## config.mk

```make
export PLATFORM = sky130hd
export DESIGN_NAME = cla_subtractor_pipe_flat
export DESIGN_NICKNAME = d
export VERILOG_FILES = /design/src/rtl/cla_subtractor_pipe_if.sv /design/src/rtl/cla_subtractor_pipe.sv /design/src/flat_wrapper.sv
export SDC_FILE = /design/constraint.sdc
export NUM_CORES = 1
export LEC_CHECK = 0
export BUFFER_PORTS_ARGS = -buffer_cell sky130_fd_sc_hd__buf_2
export CAP_MARGIN = 20
export CORE_UTILIZATION = 40
export DETAILED_ROUTE_END_ITERATION = 16
export SLEW_MARGIN = 15
export SYNTH_ARGS = -nofsm -noshare
export SYNTH_HDL_FRONTEND = slang
export SYNTH_SLANG_ARGS = --single-unit
```

## constraint.sdc

```tcl
create_clock -name clk -period 2.3 [get_ports clk]
set_clock_uncertainty 0.1 [all_clocks]
set_input_delay 0 -clock clk [delete_from_list [all_inputs] [get_ports clk]]
set_output_delay 0 -clock clk [all_outputs]
set_load 0.01 [all_outputs]
```

## src/rtl/cla_subtractor_pipe_if.sv

```systemverilog
// Valid/ready beat interface for the pipelined carry-lookahead subtractor.
// The subtractor uses the slave modport. The source/sink side uses the master modport.
interface cla_subtractor_pipe_if #(
  parameter int WIDTH = 8
);
  logic             i_valid;
  logic             o_ready;
  logic [WIDTH-1:0] i_min;
  logic [WIDTH-1:0] i_sub;
  logic             i_bin;
  logic             o_valid;
  logic             i_ready;
  logic [WIDTH-1:0] o_diff;
  logic             o_borrow;
  logic             o_overflow;
  logic             o_zero;

  modport master (
    output i_valid, i_min, i_sub, i_bin, i_ready,
    input  o_ready, o_valid, o_diff, o_borrow, o_overflow, o_zero
  );

  modport slave (
    input  i_valid, i_min, i_sub, i_bin, i_ready,
    output o_ready, o_valid, o_diff, o_borrow, o_overflow, o_zero
  );
endinterface

```

## src/rtl/cla_subtractor_pipe.sv

```systemverilog
// Pipelined two's-complement subtractor (min - sub - bin).
// Each stage resolves one GROUP-bit carry-lookahead block, and a single enable stalls the whole pipe.
module cla_subtractor_pipe #(
  parameter int WIDTH = 8,
  parameter int GROUP = 4
) (
  input  logic                 clk,
  input  logic                 rst,
  cla_subtractor_pipe_if.slave bus
);
  localparam int STAGES = WIDTH / GROUP;

  // Returns {carry_out, sum} for min + ~sub + cin.
  // Every carry is the fully expanded generate/propagate sum of products.
  function automatic logic [GROUP:0] cla_group(input logic [GROUP-1:0] a,
                                               input logic [GROUP-1:0] b,
                                               input logic             cin);
    logic [GROUP-1:0] g;
    logic [GROUP-1:0] p;
    logic [GROUP:0]   c;
    logic             term;
    g = a & ~b;
    p = a | ~b;
    for (int i = 0; i <= GROUP; i++) begin
      c[i] = cin;
      for (int k = 0; k < i; k++) c[i] = c[i] & p[k];
      for (int j = 0; j < i; j++) begin
        term = g[j];
        for (int k = j + 1; k < i; k++) term = term & p[k];
        c[i] = c[i] | term;
      end
    end
    return {c[GROUP], a ^ ~b ^ c[GROUP-1:0]};
  endfunction

  logic             adv;
  logic             vld_p [0:STAGES];
  logic [WIDTH-1:0] min_p [0:STAGES-1];
  logic [WIDTH-1:0] sub_p [0:STAGES-1];
  logic [WIDTH-1:0] dif_p [0:STAGES-1];
  logic             cry_p [0:STAGES-1];
  logic [GROUP:0]   grp_res [0:STAGES-1];
  logic [WIDTH-1:0] diff_nxt;
  logic [WIDTH-1:0] diff_q;
  logic             borrow_q;
  logic             ovf_q;

  assign adv         = ~vld_p[STAGES] | bus.i_ready;
  assign bus.o_ready = adv;

  always_comb begin
    for (int k = 0; k < STAGES; k++) begin
      grp_res[k] = cla_group(min_p[k][k*GROUP +: GROUP], sub_p[k][k*GROUP +: GROUP], cry_p[k]);
    end
    diff_nxt = dif_p[STAGES-1];
    diff_nxt[WIDTH-1 -: GROUP] = grp_res[STAGES-1][GROUP-1:0];
  end

  always_ff @(posedge clk) begin
    if (rst) begin
      for (int k = 0; k <= STAGES; k++) vld_p[k] <= 1'b0;
    end else if (adv) begin
      vld_p[0] <= bus.i_valid;
      for (int k = 0; k < STAGES; k++) vld_p[k+1] <= vld_p[k];
    end
  end

  // Stage boundary k -> k+1: operands travel along, and sum group k joins the lower groups already resolved.
  always_ff @(posedge clk) begin
    if (adv) begin
      min_p[0] <= bus.i_min;
      sub_p[0] <= bus.i_sub;
      cry_p[0] <= ~bus.i_bin;
      dif_p[0] <= '0;
      for (int k = 0; k < STAGES - 1; k++) begin
        min_p[k+1] <= min_p[k];
        sub_p[k+1] <= sub_p[k];
        cry_p[k+1] <= grp_res[k][GROUP];
        dif_p[k+1] <= dif_p[k];
        dif_p[k+1][k*GROUP +: GROUP] <= grp_res[k][GROUP-1:0];
      end
    end
  end

  // Output boundary: the top group completes, and the flags are registered with the difference.
  always_ff @(posedge clk) begin
    if (rst) begin
      diff_q   <= '0;
      borrow_q <= 1'b0;
      ovf_q    <= 1'b0;
    end else if (adv) begin
      diff_q   <= diff_nxt;
      borrow_q <= ~grp_res[STAGES-1][GROUP];
      ovf_q    <= (min_p[STAGES-1][WIDTH-1] != sub_p[STAGES-1][WIDTH-1]) &
                  (diff_nxt[WIDTH-1] != min_p[STAGES-1][WIDTH-1]);
    end
  end

  assign bus.o_valid    = vld_p[STAGES];
  assign bus.o_diff     = diff_q;
  assign bus.o_borrow   = borrow_q;
  assign bus.o_overflow = ovf_q;
  assign bus.o_zero     = vld_p[STAGES] & (diff_q == '0);
endmodule

```

## src/flat_wrapper.sv

```systemverilog
// flat-port wrapper written by rule: the top's interface ports become plain ports
module cla_subtractor_pipe_flat 
#(
  parameter int WIDTH = 8,
  parameter int GROUP = 4
)
  (clk, rst, bus_i_valid, bus_i_min, bus_i_sub, bus_i_bin, bus_i_ready, bus_o_ready, bus_o_valid, bus_o_diff, bus_o_borrow, bus_o_overflow, bus_o_zero);
  cla_subtractor_pipe_if #(.WIDTH(WIDTH)) bus_i ();
  input  logic clk;
  input  logic rst;
  input wire logic [$bits(bus_i.i_valid)-1:0] bus_i_valid;
  input wire logic [$bits(bus_i.i_min)-1:0] bus_i_min;
  input wire logic [$bits(bus_i.i_sub)-1:0] bus_i_sub;
  input wire logic [$bits(bus_i.i_bin)-1:0] bus_i_bin;
  input wire logic [$bits(bus_i.i_ready)-1:0] bus_i_ready;
  output wire logic [$bits(bus_i.o_ready)-1:0] bus_o_ready;
  output wire logic [$bits(bus_i.o_valid)-1:0] bus_o_valid;
  output wire logic [$bits(bus_i.o_diff)-1:0] bus_o_diff;
  output wire logic [$bits(bus_i.o_borrow)-1:0] bus_o_borrow;
  output wire logic [$bits(bus_i.o_overflow)-1:0] bus_o_overflow;
  output wire logic [$bits(bus_i.o_zero)-1:0] bus_o_zero;
  assign bus_i.i_valid = bus_i_valid;
  assign bus_i.i_min = bus_i_min;
  assign bus_i.i_sub = bus_i_sub;
  assign bus_i.i_bin = bus_i_bin;
  assign bus_i.i_ready = bus_i_ready;
  assign bus_o_ready = bus_i.o_ready;
  assign bus_o_valid = bus_i.o_valid;
  assign bus_o_diff = bus_i.o_diff;
  assign bus_o_borrow = bus_i.o_borrow;
  assign bus_o_overflow = bus_i.o_overflow;
  assign bus_o_zero = bus_i.o_zero;
  cla_subtractor_pipe #(.WIDTH(WIDTH), .GROUP(GROUP)) u_core (.clk(clk), .rst(rst), .bus(bus_i));
endmodule
```

; After elaboration in Yosys (flattened, before gate mapping)
; Memories as Yosys holds them, arrays and structs flattened. A register that Yosys moved wholly into a read port is not among the register bits.
; Index checks and enable logic that the tools add are counted.
[word_totals]
reg_bits = 10
ramBits = 53
inputBits = 21
output_inout_bits = 13
wordCells = 81
mem_count = 5
[op_classes]
n_eq_ne = 2
muxes = 10
bitwise = 60
reduce_logical = 1
[memory_table]
columns = name, depth, width, rd, rd_ports_with_merged_regs, write_ports, line
row1 = u_core.dif_p, 2, 8, 2, 1, 2, cla_subtractor_pipe.sv:40  ; logic [WIDTH-1:0] dif_p [0:STAGES-1];
row2 = u_core.min_p, 2, 8, 2, 0, 2, cla_subtractor_pipe.sv:38  ; logic [WIDTH-1:0] min_p [0:STAGES-1];
row3 = u_core.sub_p, 2, 8, 2, 0, 2, cla_subtractor_pipe.sv:39  ; logic [WIDTH-1:0] sub_p [0:STAGES-1];
row4 = u_core.vld_p, 3, 1, 3, 0, 3, cla_subtractor_pipe.sv:37  ; logic vld_p [0:STAGES];
row5 = u_core.cry_p, 2, 1, 2, 0, 2, cla_subtractor_pipe.sv:41  ; logic cry_p [0:STAGES-1];
[op_table]
columns = operator, n
row1 = $or A1 B1 Y1, 25
row2 = $and A1 B1 Y1, 22
row3 = $xor A4 B4 Y4, 4
row4 = $mux W1, 9
row5 = $and A4 B4 Y4, 2
row6 = $logic_not A8 Y1, 1
row7 = $not A4 Y4, 2
row8 = $or A4 B4 Y4, 2
row9 = $mux W4, 1
row10 = $not A1 Y1, 3
row11 = $ne A1 B1 Y1, 2

; Longest topological paths before layout
[depth]
depth_word = 11
depth_mapped = 6

; Least setup slack after synthesis
; Ideal clock, no wire load.
[synth_path]
path_type = register to register
startpoint = mem u_core.vld_p[2][0], in the netlist u_core.vld_p[0][2]
endpoint = mem u_core.cry_p[0][0] (enable)
arrival_time_ns = 1.208
required_time_ns = 1.823
slack_ns = 0.615
path_stages_with_launch = 4
path_buffers = 1
path_cell_list = edfxtp_1 > nor2b_1 > inv_1 > buf_2
[synth_rtl]
columns = element, line
row1 = start: declaration, cla_subtractor_pipe.sv:37
row2 = end: declaration, cla_subtractor_pipe.sv:41

==> results.yml <==
clock_tree:
  cts_buffers: 5
  cts_sinks: 43
  tritoncts: "yes"
  clkTransAtPathRegs_ps: 80
  cts-htree-levels: 2
  cts_resized: 0
  clock_latency_ps: 290
  cts.path.max_buffers: 2
  root_buffer: "clkbuf_8"
timing:
  period_minus_slack_ps: 1755
  slew_viol_final: 0
  final.period_utilization_pct: 76.30
  setup_tns_ps: 0
  worstMarginPinSlew_ps: 348.5
  max-slew-margin-rel_pct: 76.59
  rsz0062_at_grt: "no"
  final-hold-violation-count: 0
  setup_viol: 0
  setup_ws_ps: 545.2
  max_freq_ghz: 0.5699
  hold_slack_ps: 46.44
detailed_routing:
  drtIter0Drc: 97
  wl_mm: 3.172
  via_count: 1231
  wl_per_cell_um: 12.44
  firstDrtPassIters: 4
  ant_nets: 0
  vias_per_cell: 4.827
  drc_errors: 0
synth:
  synth_edf_count: 33
  syn_inst: 144
  yosysWarnings: 0
  synthFlopType: "edfxtp_1"
  syn_nets: 183
  syn-cell-area_sq_mm: 0.001873
  avgSynthCellArea_sq_um: 13.01
  async_flop_share_pct: 0
  yosysSeqAreaShare_pct: 63.59
  ys_ff_latch: 43
  yosysUniqueCellTypes: 30
layout:
  layoutNonFillerInstCount: 255
  fillCellCount: 387
  nets: 242
  drive_gt1_share_pct: 20.69
  n_antenna_cell: 0
  fin_util_pct: 53.85
  area_growth_pct: 26.92
placement:
  routabilityCongestion: 0.7850
  dp_cells: 229
  io_buffers: 33
  place_hpwl_mm: 2.175
  pre_cts_ws_ps: 555.7
critical_path:
  cp-end-kind: "register"
  start_kind: "register"
  cp_slowest_cell: "edfxtp_1"
  crit-reg2reg-launch: "u_core.sub_p[0][12]"
  slowest_delay_ps: 410
  crit_chain: "inv_1 -> ha_1 -> nor2_1 -> a211oi_2 -> or3_1 -> a32o_1"
  path_max_fanout: 5
  r2r_slack_ps: 550
  cp.arrival_ps: 1840
  critPathKind: "reg2reg"
  crit_family: "simple AND/OR/NAND/NOR gates"
  startpoint: "u_core.sub_p[0][12]"
  path_buf_inv: 1
  required_ps: 2390
floorplanning:
  initial_core_util_pct: 42.43
  core_area_sq_mm: 0.004414
  num_rows: 24
  io_pins: 34
  die_area_sq_mm: 0.004960
  dieWidth_um: 70.43
  die-height_um: 70.43
global_route:
  antenna_found_initial: 0
  grt_util_met2_pct: 25.82
  met3_usage_pct: 4.906
  grt_pass1_vias: 1318
  grt_first_pass_wirelength_mm: 5.506
  grt_max_degree: 23
  grt_use_total_pct: 14.71
  use_met1_pct: 15.59
  busiest_layer: "met2"
  grt_overflow_total: 0
job:
  cap_viol_max_count: 0
run_status:
  status: "finished clean"
min_path:
  hold_path_class: "in2reg"
  hp-start: "bus_i_ready"
power:
  leakage_nw: 1.087
  powerDensity_mw_per_mm2: 697.5
  peakVddDrop_v: 0.0003743
-- per-layer routing --
layer / routed length (um) / part of all wire (%)
met3: 160 / 5.0
met2: 1619 / 51
met1: 1339 / 42
met4: 53 / 1.7
met5: 0 / 0
-- per-stage QoR --
step	cell area, sq um	power (mW)
2_1_floorplan	1873	1.118
3_3_place_gp	2111	1.194
3_5_place_dp	2111	1.206
4_1_cts	2377	1.680
5_1_grt	2377	1.755
6_report	2377	1.658
-- area by class of cell --
class,instances,area [sq um],area share (%)
flip-flops and latches,43,1191,50.11
repair buffers,55,377.9,15.89
clock buffers,7,76.32,3.211
well taps,52,65.06,2.737
multi-input cells,73,573.1,24.11
inverters,25,93.84,3.947
-- cell families after synthesis --
kind of cell             after synthesis  share of synthesized area [%]
AO/OA/AOI/OAI                         18                          6.813
AND/OR/NAND/NOR                       33                          9.085
flip-flops                            43                          63.59
adder cells (fa/ha/maj)               18                          12.83
XOR/XNOR                               4                          1.871
buffers and inverters                 28                          5.811
-- cells in the mapped netlist (all sizes together), types with 2 or more instances --
cell,count,share of area [%]
ha,16,11
edfxtp,33,53
xnor2,3,1.4
nor4,2,0.67
nand2,12,2.4
nor3,3,0.80
a211oi,2,1.1
a21oi,7,1.9
nor2b,2,0.67
nand2b,2,0.67
and3,3,1.0
fa,2,2.1
nand3,2,0.53
nor2,3,0.60
o21bai,3,1.2
buf,3,0.80
inv,25,5.0
dfxtp,10,11
-- worst paths after layout --
check | endpoint | cells past startpoint
max | u_core.bus.o_overflow | 6
min | u_core.bus.o_diff[5] | 5
min reg2reg | u_core.min_p[0][15] | 0
max reg2reg | u_core.bus.o_overflow | 6
-- worst reg2reg max path, cell delays in order (launching register included) --
cell      delay, ps
edfxtp_1        410
inv_1            60
ha_1            190
nor2_1          170
a211oi_2        130
or3_1           330
a32o_1          260
-- cell usage in the layout (no fill, tap or decap) --
master and instances:
a32oi_1 1, fa_1 2, nand3_1 2, o211ai_1 1, nand2b_1 2, inv_1 25, edfxtp_1 33, o21bai_1 3
nand2_1 12, clkbuf_1 2, nor2_1 3, dlygate4sd3_1 19, nor3_1 3, ha_1 16, a32o_1 1, dfxtp_1 10
nor4_1 2, clkbuf_8 5, xor2_1 1, nand3b_1 1, a21oi_1 7, o311a_1 1, xnor2_1 3, nor2b_1 2
buf_2 33, or4b_1 1, or3_1 1, nand4b_1 1, buf_4 3, a22o_1 1, and3_1 3, a211oi_1 1
a211oi_2 1, o21ai_0 1
-- report_power, final --
part	leakage, nW	switching (mW)	internal (mW)
Sequential	0.434	0.0454	0.927
Clock	0.0383	0.238	0.209
Combinational	0.614	0.116	0.123
Total	1.09	0.399	1.26
-- registers in the layout, indices dropped and copies added, names as in the netlist --
register,cells
u_core.sub_p,12
u_core.vld_p,3
u_core.bus.o_diff,8
u_core.min_p,12
u_core.dif_p,4
u_core.bus.o_overflow,1
u_core.bus.o_borrow,1
u_core.cry_p,2
-- repair_timing --
| item | 4_1_cts | 5_1_grt |
|---|---|---|
| hold buffers | 19 | 0 |
| endpoints found under the hold margin | 24 | 0 |
| buffers inserted | 0 | 0 |
(Power assumes the default switching activity.)
